===== config.mk =====
export PLATFORM = sky130hd
export DESIGN_NAME = fsqrt_table_loader
export DESIGN_NICKNAME = d
export VERILOG_FILES = /design/src/rtl/fsqrt_table_loader_pkg.sv /design/src/rtl/fsqrt_table_loader.sv
export SDC_FILE = /design/constraint.sdc
export NUM_CORES = 1
export LEC_CHECK = 0
export CAP_MARGIN = 40
export CELL_PAD_IN_SITES_DETAIL_PLACEMENT = 1
export CELL_PAD_IN_SITES_GLOBAL_PLACEMENT = 2
export CORE_ASPECT_RATIO = 2
export CORE_MARGIN = 8
export CORE_UTILIZATION = 30
export CTS_BUF_LIST = sky130_fd_sc_hd__clkbuf_8
export CTS_CLUSTER_SIZE = 40
export DETAILED_ROUTE_END_ITERATION = 8
export HOLD_SLACK_MARGIN = 0.08
export PLACE_DENSITY_LB_ADDON = 0.2
export SLEW_MARGIN = 20
export SYNTH_ARGS = -nofsm -noshare
export SYNTH_HDL_FRONTEND = slang
export SYNTH_SLANG_ARGS = --single-unit

===== constraint.sdc =====
create_clock -name clk -period 2 [get_ports clk]
set_clock_uncertainty 0.15 [all_clocks]
set_input_delay 0.5 -clock clk [delete_from_list [all_inputs] [get_ports clk]]
set_output_delay 0.5 -clock clk [all_outputs]
set_load 0.03 [all_outputs]

===== src/rtl/fsqrt_table_loader_pkg.sv =====
// Shared constants and loader state encoding for the fsqrt slope/intercept table.
// The CHECK state exists only when FSQRT_TABLE_CHECKSUM_EN is defined.
package fsqrt_table_loader_pkg;

  localparam int FSQRT_TBL_DEPTH  = 1024;
  localparam int FSQRT_TBL_AW     = 10;
  localparam int FSQRT_TBL_DW     = 36;   // {slope[12:0], intercept[22:0]}
  localparam int FSQRT_TBL_NBYTES = 5;    // ceil(DW/8)

  typedef enum logic [2:0] {
    LD_IDLE  = 3'd0,
    LD_RECV  = 3'd1,
    LD_WRITE = 3'd2,
`ifdef FSQRT_TABLE_CHECKSUM_EN
    LD_CHECK = 3'd3,
`endif
    LD_DONE  = 3'd4
  } ld_state_e;

endpackage


===== src/rtl/fsqrt_table_loader.sv =====
// Byte-stream loader for the fsqrt table RAM: packs 5 bytes per word, writes 0..DEPTH-1.
// Optional trailing XOR checksum byte when FSQRT_TABLE_CHECKSUM_EN is defined.
module fsqrt_table_loader
  import fsqrt_table_loader_pkg::*;
#(
  parameter int DEPTH  = FSQRT_TBL_DEPTH,
  parameter int AW     = FSQRT_TBL_AW,
  parameter int DW     = FSQRT_TBL_DW,
  parameter int NBYTES = FSQRT_TBL_NBYTES
) (
  input  logic          clk,
  input  logic          rstn,
  input  logic          start,
  input  logic          in_valid,
  input  logic [7:0]    in_data,
  output logic          in_ready,
  output logic          tbl_we,
  output logic [AW-1:0] tbl_waddr,
  output logic [DW-1:0] tbl_wdata,
  output logic          busy,
  output logic          done,
  output logic          err
);

  localparam int BCW = $clog2(NBYTES);

  typedef struct packed {
    logic          we;
    logic [AW-1:0] addr;
    logic [DW-1:0] data;
  } wr_t;

  ld_state_e        state_q, state_d;
  logic [BCW-1:0]   bcnt_q, bcnt_d;
  logic [AW:0]      addr_q, addr_d;
  logic [DW-1:0]    shreg_q, shreg_d;
  wr_t              wr_q, wr_d;
  logic             ready_q, ready_d;
  logic             busy_q, busy_d;
  logic             done_q, done_d;
  logic             accept;

`ifdef FSQRT_TABLE_CHECKSUM_EN
  logic [7:0]       csum_q, csum_d;
  logic             err_q, err_d;
`endif

  assign accept = in_valid & ready_q;

  always_comb begin
    state_d = state_q;
    bcnt_d  = bcnt_q;
    addr_d  = addr_q;
    shreg_d = shreg_q;
    wr_d    = wr_q;
    wr_d.we = 1'b0;
`ifdef FSQRT_TABLE_CHECKSUM_EN
    csum_d  = csum_q;
    err_d   = err_q;
`endif
    case (state_q)
      LD_IDLE, LD_DONE: begin
        if (start) begin
          state_d = LD_RECV;
          bcnt_d  = '0;
          addr_d  = '0;
`ifdef FSQRT_TABLE_CHECKSUM_EN
          csum_d  = '0;
          err_d   = 1'b0;
`endif
        end
      end
      LD_RECV: begin
        if (accept) begin
          // Bits shifted past DW fall off, which drops byte0[7:4].
          shreg_d = {shreg_q[DW-9:0], in_data};
`ifdef FSQRT_TABLE_CHECKSUM_EN
          csum_d  = csum_q ^ in_data;
`endif
          if (bcnt_q == BCW'(NBYTES-1)) begin
            state_d    = LD_WRITE;
            wr_d.we    = 1'b1;
            wr_d.addr  = addr_q[AW-1:0];
            wr_d.data  = shreg_d;
          end else begin
            bcnt_d = bcnt_q + 1'b1;
          end
        end
      end
      LD_WRITE: begin
        addr_d = addr_q + 1'b1;
        bcnt_d = '0;
        if (addr_q == (AW+1)'(DEPTH-1)) begin
`ifdef FSQRT_TABLE_CHECKSUM_EN
          state_d = LD_CHECK;
`else
          state_d = LD_DONE;
`endif
        end else begin
          state_d = LD_RECV;
        end
      end
`ifdef FSQRT_TABLE_CHECKSUM_EN
      LD_CHECK: begin
        if (accept) begin
          err_d   = (in_data != csum_q);
          state_d = LD_DONE;
        end
      end
`endif
      default: state_d = LD_IDLE;
    endcase

    // Status outputs are registered copies of the next-state decode.
`ifdef FSQRT_TABLE_CHECKSUM_EN
    ready_d = (state_d == LD_RECV) || (state_d == LD_CHECK);
    busy_d  = (state_d == LD_RECV) || (state_d == LD_WRITE) || (state_d == LD_CHECK);
`else
    ready_d = (state_d == LD_RECV);
    busy_d  = (state_d == LD_RECV) || (state_d == LD_WRITE);
`endif
    done_d  = (state_d == LD_DONE);
  end

  always_ff @(posedge clk or negedge rstn) begin
    if (!rstn) begin
      state_q <= LD_IDLE;
      bcnt_q  <= '0;
      addr_q  <= '0;
      shreg_q <= '0;
      wr_q    <= '0;
      ready_q <= 1'b0;
      busy_q  <= 1'b0;
      done_q  <= 1'b0;
    end else begin
      state_q <= state_d;
      bcnt_q  <= bcnt_d;
      addr_q  <= addr_d;
      shreg_q <= shreg_d;
      wr_q    <= wr_d;
      ready_q <= ready_d;
      busy_q  <= busy_d;
      done_q  <= done_d;
    end
  end

`ifdef FSQRT_TABLE_CHECKSUM_EN
  always_ff @(posedge clk or negedge rstn) begin
    if (!rstn) begin
      csum_q <= '0;
      err_q  <= 1'b0;
    end else begin
      csum_q <= csum_d;
      err_q  <= err_d;
    end
  end
  assign err = err_q;
`else
  assign err = 1'b0;
`endif

  assign in_ready  = ready_q;
  assign tbl_we    = wr_q.we;
  assign tbl_waddr = wr_q.addr;
  assign tbl_wdata = wr_q.data;
  assign busy      = busy_q;
  assign done      = done_q;

endmodule

==> results of run 1 <==
[critical path, delay by kind of cell (launching register included)]
kind,cells,cell delay (ps)
DFF,1,410
buffers and inverters,1,200
muxes,1,350
and+or+nand+nor,3,700
[worst max path at each step]
stage / cells past startpoint / endpoint / slack (ps) / from
floorplan: 7 / tbl_wdata[10] / 70 / state_q[2]
global placement: 5 / tbl_wdata[4] / -260 / in_valid
detailed placement: 5 / tbl_wdata[5] / -280 / in_valid
CTS: 5 / tbl_wdata[5] / 30 / state_q[1]
global route: 5 / tbl_wdata[5] / -40 / state_q[2]
finish: 5 / tbl_wdata[5] / 70 / state_q[1]
[routing by layer]
metal / global-route usage [%] / up-vias / routed length [um]
li1: - / 1086 / -
met1: 11.6 / 1233 / 3550
met2: 19.4 / 38 / 4830
met3: 3.00 / 11 / 290
met4: 4.45 / 0 / 153
met5: 0 / - / 0
[Yosys cell counts]
cell / instances / area [um2]
o41ai_1: 1 / 8.76
buf_2: 3 / 15.0
buf_12: 3 / 60.1
nor3b_2: 2 / 25.0
nand2_1: 7 / 26.3
or3b_1: 1 / 8.76
xnor2_1: 1 / 8.76
and2_1: 1 / 6.26
a211oi_1: 1 / 7.51
o21ai_0: 7 / 35.0
buf_8: 1 / 15.0
inv_1: 2 / 7.51
and4_1: 1 / 8.76
a21oi_1: 4 / 20.0
buf_4: 3 / 22.5
mux2_4: 29 / 435
a41oi_1: 1 / 8.76
mux2_2: 45 / 507
nand3_1: 5 / 25.0
a31oi_1: 2 / 12.5
nand2b_1: 3 / 18.8
conb_1: 1 / 3.75
or3b_2: 1 / 8.76
o31ai_1: 6 / 45.0
and3_1: 2 / 12.5
a21o_1: 1 / 7.51
or4b_2: 1 / 10.0
nor2_1: 4 / 15.0
o311ai_0: 1 / 8.76
a32o_1: 1 / 10.0
nand4_1: 4 / 25.0
a22o_1: 1 / 8.76
ha_1: 3 / 37.5
and3_4: 1 / 11.3
clkbuf_1: 2 / 7.51
a31o_2: 1 / 8.76
nor3_1: 3 / 15.0
and4b_1: 1 / 10.0
dfrtp_1: 95 / 2380
o211ai_1: 2 / 15.0
[stage by stage]
| stage | cell area [um2] | power [mW] |
|---|---|---|
| after floorplan | 3920 | 5.23 |
| after detailed placement | 4840 | 6.61 |
| after global routing | 4980 | 7.94 |
| after global placement | 4840 | 6.52 |
| final | 4980 | 7.46 |
| after CTS | 4980 | 7.63 |
[cells by family (layout without fill, tap and decap cells)]
family          count (synthesis)  after routing
xor+xnor                        1              1
buf+inv                        14            104
flops                          95             95
compound gates                 29             29
mux                            74             74
other cells                     1              1
fa+ha+maj                       3              3
simple gates                   37             37
[what timing repair did]
item	4_1_cts	5_1_grt
endpoints found under the hold margin	10	0
gates resized for setup	50	0
hold buffers	1	0
setup endpoints to repair	50	16
[registers in the layout (all words and copies together) (netlist names)]
name / cells
done: 1
busy: 1
in_ready: 1
state_q: 3
bcnt_q: 3
shreg_q: 28
tbl_waddr: 10
tbl_we: 1
addr_q: 11
tbl_wdata: 36
[power breakdown]
part	internal (mW)	switching, mW
Clock	0.583	0.689
Combinational	1.43	1.55
Sequential	2.69	0.516
Total	4.71	2.75
[layout make-up]
cell class / count / area, um2 / share of cell area (%)
Timing Repair Buffer: 87 / 793 / 15.9
Clock buffer: 9 / 124 / 2.49
Inverter: 2 / 7.51 / 0.151
Sequential cell: 95 / 2380 / 47.8
Clock inverter: 6 / 70.1 / 1.41
Multi-Input combinational cell: 145 / 1420 / 28.4
Tap cell: 152 / 190 / 3.82
==> results by group, run 1 <==
Outcome
  • Status: finished clean

Floorplanning
  • Die W: roughly 97 um
  • Site Rows: 59
  • Core ar.: 0.0129 mm2
  • Initial Util: around 30%
  • Ports: between 60 and 70
  • Die Y: about 180 um
  • Die Footprint: 0.0172 mm2

Placement
  • GPL Wtd Cong: 0.737
  • Port Buffers: 61
  • Final HPWL DP: 6490 um
  • DP Cell Count: 480
  • Dpl ws: -276 ps

Worst hold path
  • Hold_sp: shreg_q[23]
  • HP Class: reg -> reg
  • Hold path depth: 1
  • Hold worst-path end: tbl_wdata[31]

Finish
  • Antenna Cells: 0
  • Finished Layout Cells: 496
  • Synth-to-layout area growth: 27.0%
  • Commonest non-fill, non-tap cell in the layout: dfrtp_1
  • Layout cell share with drive strength beyond 1: 35.5%
  • Most frequent cells in the layout: dfrtp_1, dlygate4sd2_1, mux2_2
  • Fillcell total: 1350
  • Final Core Density: 38.5%
  • Fin nets: 355

Timing
  • RSZ-0062 raised after global routing: yes
  • Max Freq: 518 MHz
  • Fin worst setup slack: about 69 ps
  • Setup TNS Final: 0 ps
  • Final setup violation count: 0
  • Tmin final: 1930 ps
  • Fin. Hold Viols: 0
  • Tcrit/Tclk final: 96.5%
  • Final number of max-transition violations: 0
  • Hold Slack: 355 ps

Pwr
  • Pwr dens: about 1500 mW/mm2
  • Worst vdd ir: 675 uV
  • Static Leak: 2.36 nW

Job
  • MaxCap Viol Count: 0

Global route
  • Vias in the first global route: between 2k and 3k
  • Largest net degree at the start of global routing: 38
  • Grt ovf: 0
  • GRT Resource Usage Total: 10.8%
  • Initial antenna violation count: 0
  • First-pass GRT wire length: around 15000 um

Setup path
  • Worst setup EP type: register
  • Reg2reg end: tbl_wdata[5]
  • Worst path max stage delay: 410 ps
  • Critical Path RT: 2100 ps
  • CP Class: reg -> reg
  • Arrival @ worst endpoint: ~2000 ps
  • Crit path cell chain: nor3b_2 > and3_2 > and3_4 > buf_12 > mux2_2
  • Worst-case reg-to-reg path depth: 5
  • R2R setup slack: 70 ps
  • CP Launch Type: register
  • Reg2reg start: state_q[1]
  • Worst path slowest cell: dfrtp_1
  • CP max FO: 20

Clock network
  • CTS tree: done
  • Setup bufs post-CTS: 0
  • CTS Buf Count: 9
  • Worst-Skew Late Latency: ~360 ps
  • Clk root buf: clkbuf_8
  • CTS Sinks: 95
  • Clock transition at the registers of the reported paths: 90 ps
  • Htree depth: 3
  • Bufs on Longest Clock Path: 2

Synth
  • Synthesized instance count: about 250
  • Avg Inst Size Synth: 15.4 um2
  • Seq/Total Area, Yosys: 60.6%
  • Synth Cell Area: 0.00392 mm2
  • Post-synthesis mux area share: 24.0%
  • Synth Area in Adders: less than 1%
  • Largest family of logic cells by synthesized area: multiplexers
  • Netlist cell types: 40
  • Compound-gate portion of the synthesized area: 5.01%
  • Ys Warns: 0
  • Post-Syn Nets: 269
  • Post-Synth Simple-Gate Area: approximately 5.8%
  • #FFs+latches synth: 95
  • Synth Area in XOR/XNOR: less than 1%

Detailed routing
  • Final wirelength: between 8000 and 9000 um
  • Iter 0 DRT Violations: 47
  • Vias: 2368
  • # DRC: 0
  • Drt first pass iters: 3
  • Routed length per instance: between 15 and 20 um
  • DRT antenna net count: 0
  • Vias/cell: 4.77
(Power assumes the default switching activity.)
==> run 2: changes to the inputs <==
clock period = 1.9 ns   (was 2 ns; I/O delays follow)
==> results by group, run 2 (same netlist as run 1, synthesis figures left out) <==
Outcome
  • Status: complete, but fails checks
  • Failing checks: negative setup slack

Setup path
  • Arrival @ worst endpoint: 2030 ps
  • CP bufs+invs: 1
  • Worst path max stage delay: 410 ps
  • CP max FO: 6
  • CP Class: reg -> reg
  • CP Launch Type: register
  • Crit path cell chain: nor3b_2 > and3_1 > and3_4 > buf_4 > mux2_2
  • R2R setup slack: -40 ps
  • Worst path slowest cell: dfrtp_1
  • Worst setup EP type: register
  • Critical Path RT: 1990 ps
  • Top delay family on crit path: simple AND/OR/NAND/NOR gates

Pwr
  • Static Leak: 2.40 nW
  • Worst vdd ir: 752 uV
  • Clock share of power: around 16%
  • Flop pwr share: 42.7%
  • Combinational share of power: 41.4%
  • Pwr Total: 7.94 mW
  • Pwr dens: 1560 mW/mm2
  • Pint: 4.98 mW
  • Switching power: slightly below 3 mW
  • Switching part of the total: 37.3%

Finish
  • Fillcell total: approximately 1.4k
  • Final non-filler cell area: 0.00508 mm2
  • Fin nets: 358
  • Sequential cell area: 0.00238 mm2
  • Commonest non-fill, non-tap cell in the layout: dfrtp_1
  • Area of the multi-input gates: 0.00148 mm2
  • Synth-to-layout area growth: 29.6%
  • Flip-flop count of the largest register after layout: 36
  • Antenna Cells: 0
  • Layout cell share with drive strength beyond 1: a little under two fifths
  • Most frequent cells in the layout: dfrtp_1, dlygate4sd2_1, mux2_4

Global route
  • Vias in the first global route: between 2k and 3k
  • First-pass GRT wire length: 15200 um
  • Initial antenna violation count: 0
  • Largest net degree at the start of global routing: 39
  • Grt ovf: 0
  • GRT Resource Usage Total: 11.0%

Clock network
  • Clk root buf: clkbuf_8
  • Worst-Skew Late Latency: 360 ps
  • CTS tree: done
  • Clock transition at the registers of the reported paths: 90 ps
  • CTS Buf Count: 9
  • Htree depth: 3
  • CTS Sinks: 95
  • Bufs on Longest Clock Path: 2

Timing
  • Final number of max-transition violations: 0
  • Tmin final: 1940 ps
  • Setup TNS Final: -486 ps
  • Tcrit/Tclk final: 102%
  • Fin worst setup slack: -40.0 ps
  • Hold Slack: 354 ps
  • RSZ-0062 raised after global routing: yes
  • Final setup violation count: 27
  • Max Freq: 515 MHz
  • Fin. Hold Viols: 0

Floorplanning
  • Initial Util: 30.3%
  • Die W: 96.8 um
  • Core ar.: 0.0129 mm2
  • Die Y: ~180 um
  • Die Footprint: 0.0172 mm2
  • Ports: 63
  • Site Rows: between 50 and 60

Detailed routing
  • Routed length per instance: 18.4 um
  • Drt first pass iters: 4
  • # DRC: 0
  • Vias/cell: 4.80
  • Iter 0 DRT Violations: between 40 and 50
  • Vias: 2401
  • DRT antenna net count: 0
  • Final wirelength: around 9200 um

Placement
  • Final HPWL DP: 6420 um
  • Cell Area, Placed: between 0.004 and 0.005 mm2
  • GPL Wtd Cong: 0.771
  • Dpl ws: -355 ps
  • Port Buffers: 61

Job
  • MaxCap Viol Count: 0

Worst hold path
  • HP Class: reg -> reg
==> run 2: worst paths after layout <==
kind / start / end / cells past startpoint
setup / recovery: state_q[1] / tbl_wdata[3] / 5
hold / removal: shreg_q[23] / tbl_wdata[31] / 1
setup reg to reg: state_q[1] / tbl_wdata[3] / 5
hold reg to reg: shreg_q[23] / tbl_wdata[31] / 1
max in group asynchronous: rstn / shreg_q[11] / 3
min in group asynchronous: rstn / busy / 2
==> run 2: area by class of cell <==
class / count / area share [%]
Inverter: 2 / 0.148
Tap cell: 152 / 3.74
Timing Repair Buffer: 90 / 16.7
Sequential cell: 95 / 46.8
Clock buffer: 10 / 2.71
Clock inverter: 6 / 0.911
Multi-Input combinational cell: 145 / 29.0
==> run 2: power groups by stage <==
stage               Combinational [mW]  Clock, mW  Sequential [mW]
finish                            3.29       1.26             3.40
global route                      3.52       1.40             3.52
CTS                               3.29       1.32             3.42
detailed placement                3.49          0             3.46
global placement                  3.42          0             3.43
floorplan                         1.37          0             4.14
==> run 2: what timing repair did <==
item	in CTS	in global routing
cloned	0	1
resized for setup	60	5
pin swaps	0	1
endpoints found under the setup margin	87	72
endpoints found under the hold margin	19	0
buffers inserted	0	1
hold buffers	1	0
==> run 2: layer usage <==
layer	global-route usage [%]	up-vias	routed length, um
met5	0	-	0
met4	5.04	0	145
met3	2.61	9	323
met2	19.5	40	5020
met1	12.2	1257	3700
li1	-	1095	-
==> run 2: per-stage QoR <==
| stage | instances | utilization [%] |
|---|---|---|
| final | 500 | 39.3 |
| after detailed placement | 481 | 37.5 |
| after floorplan | 254 | - |
| after global placement | 481 | 37.5 |
| after global routing | 500 | 39.3 |
| after CTS | 498 | 39.0 |
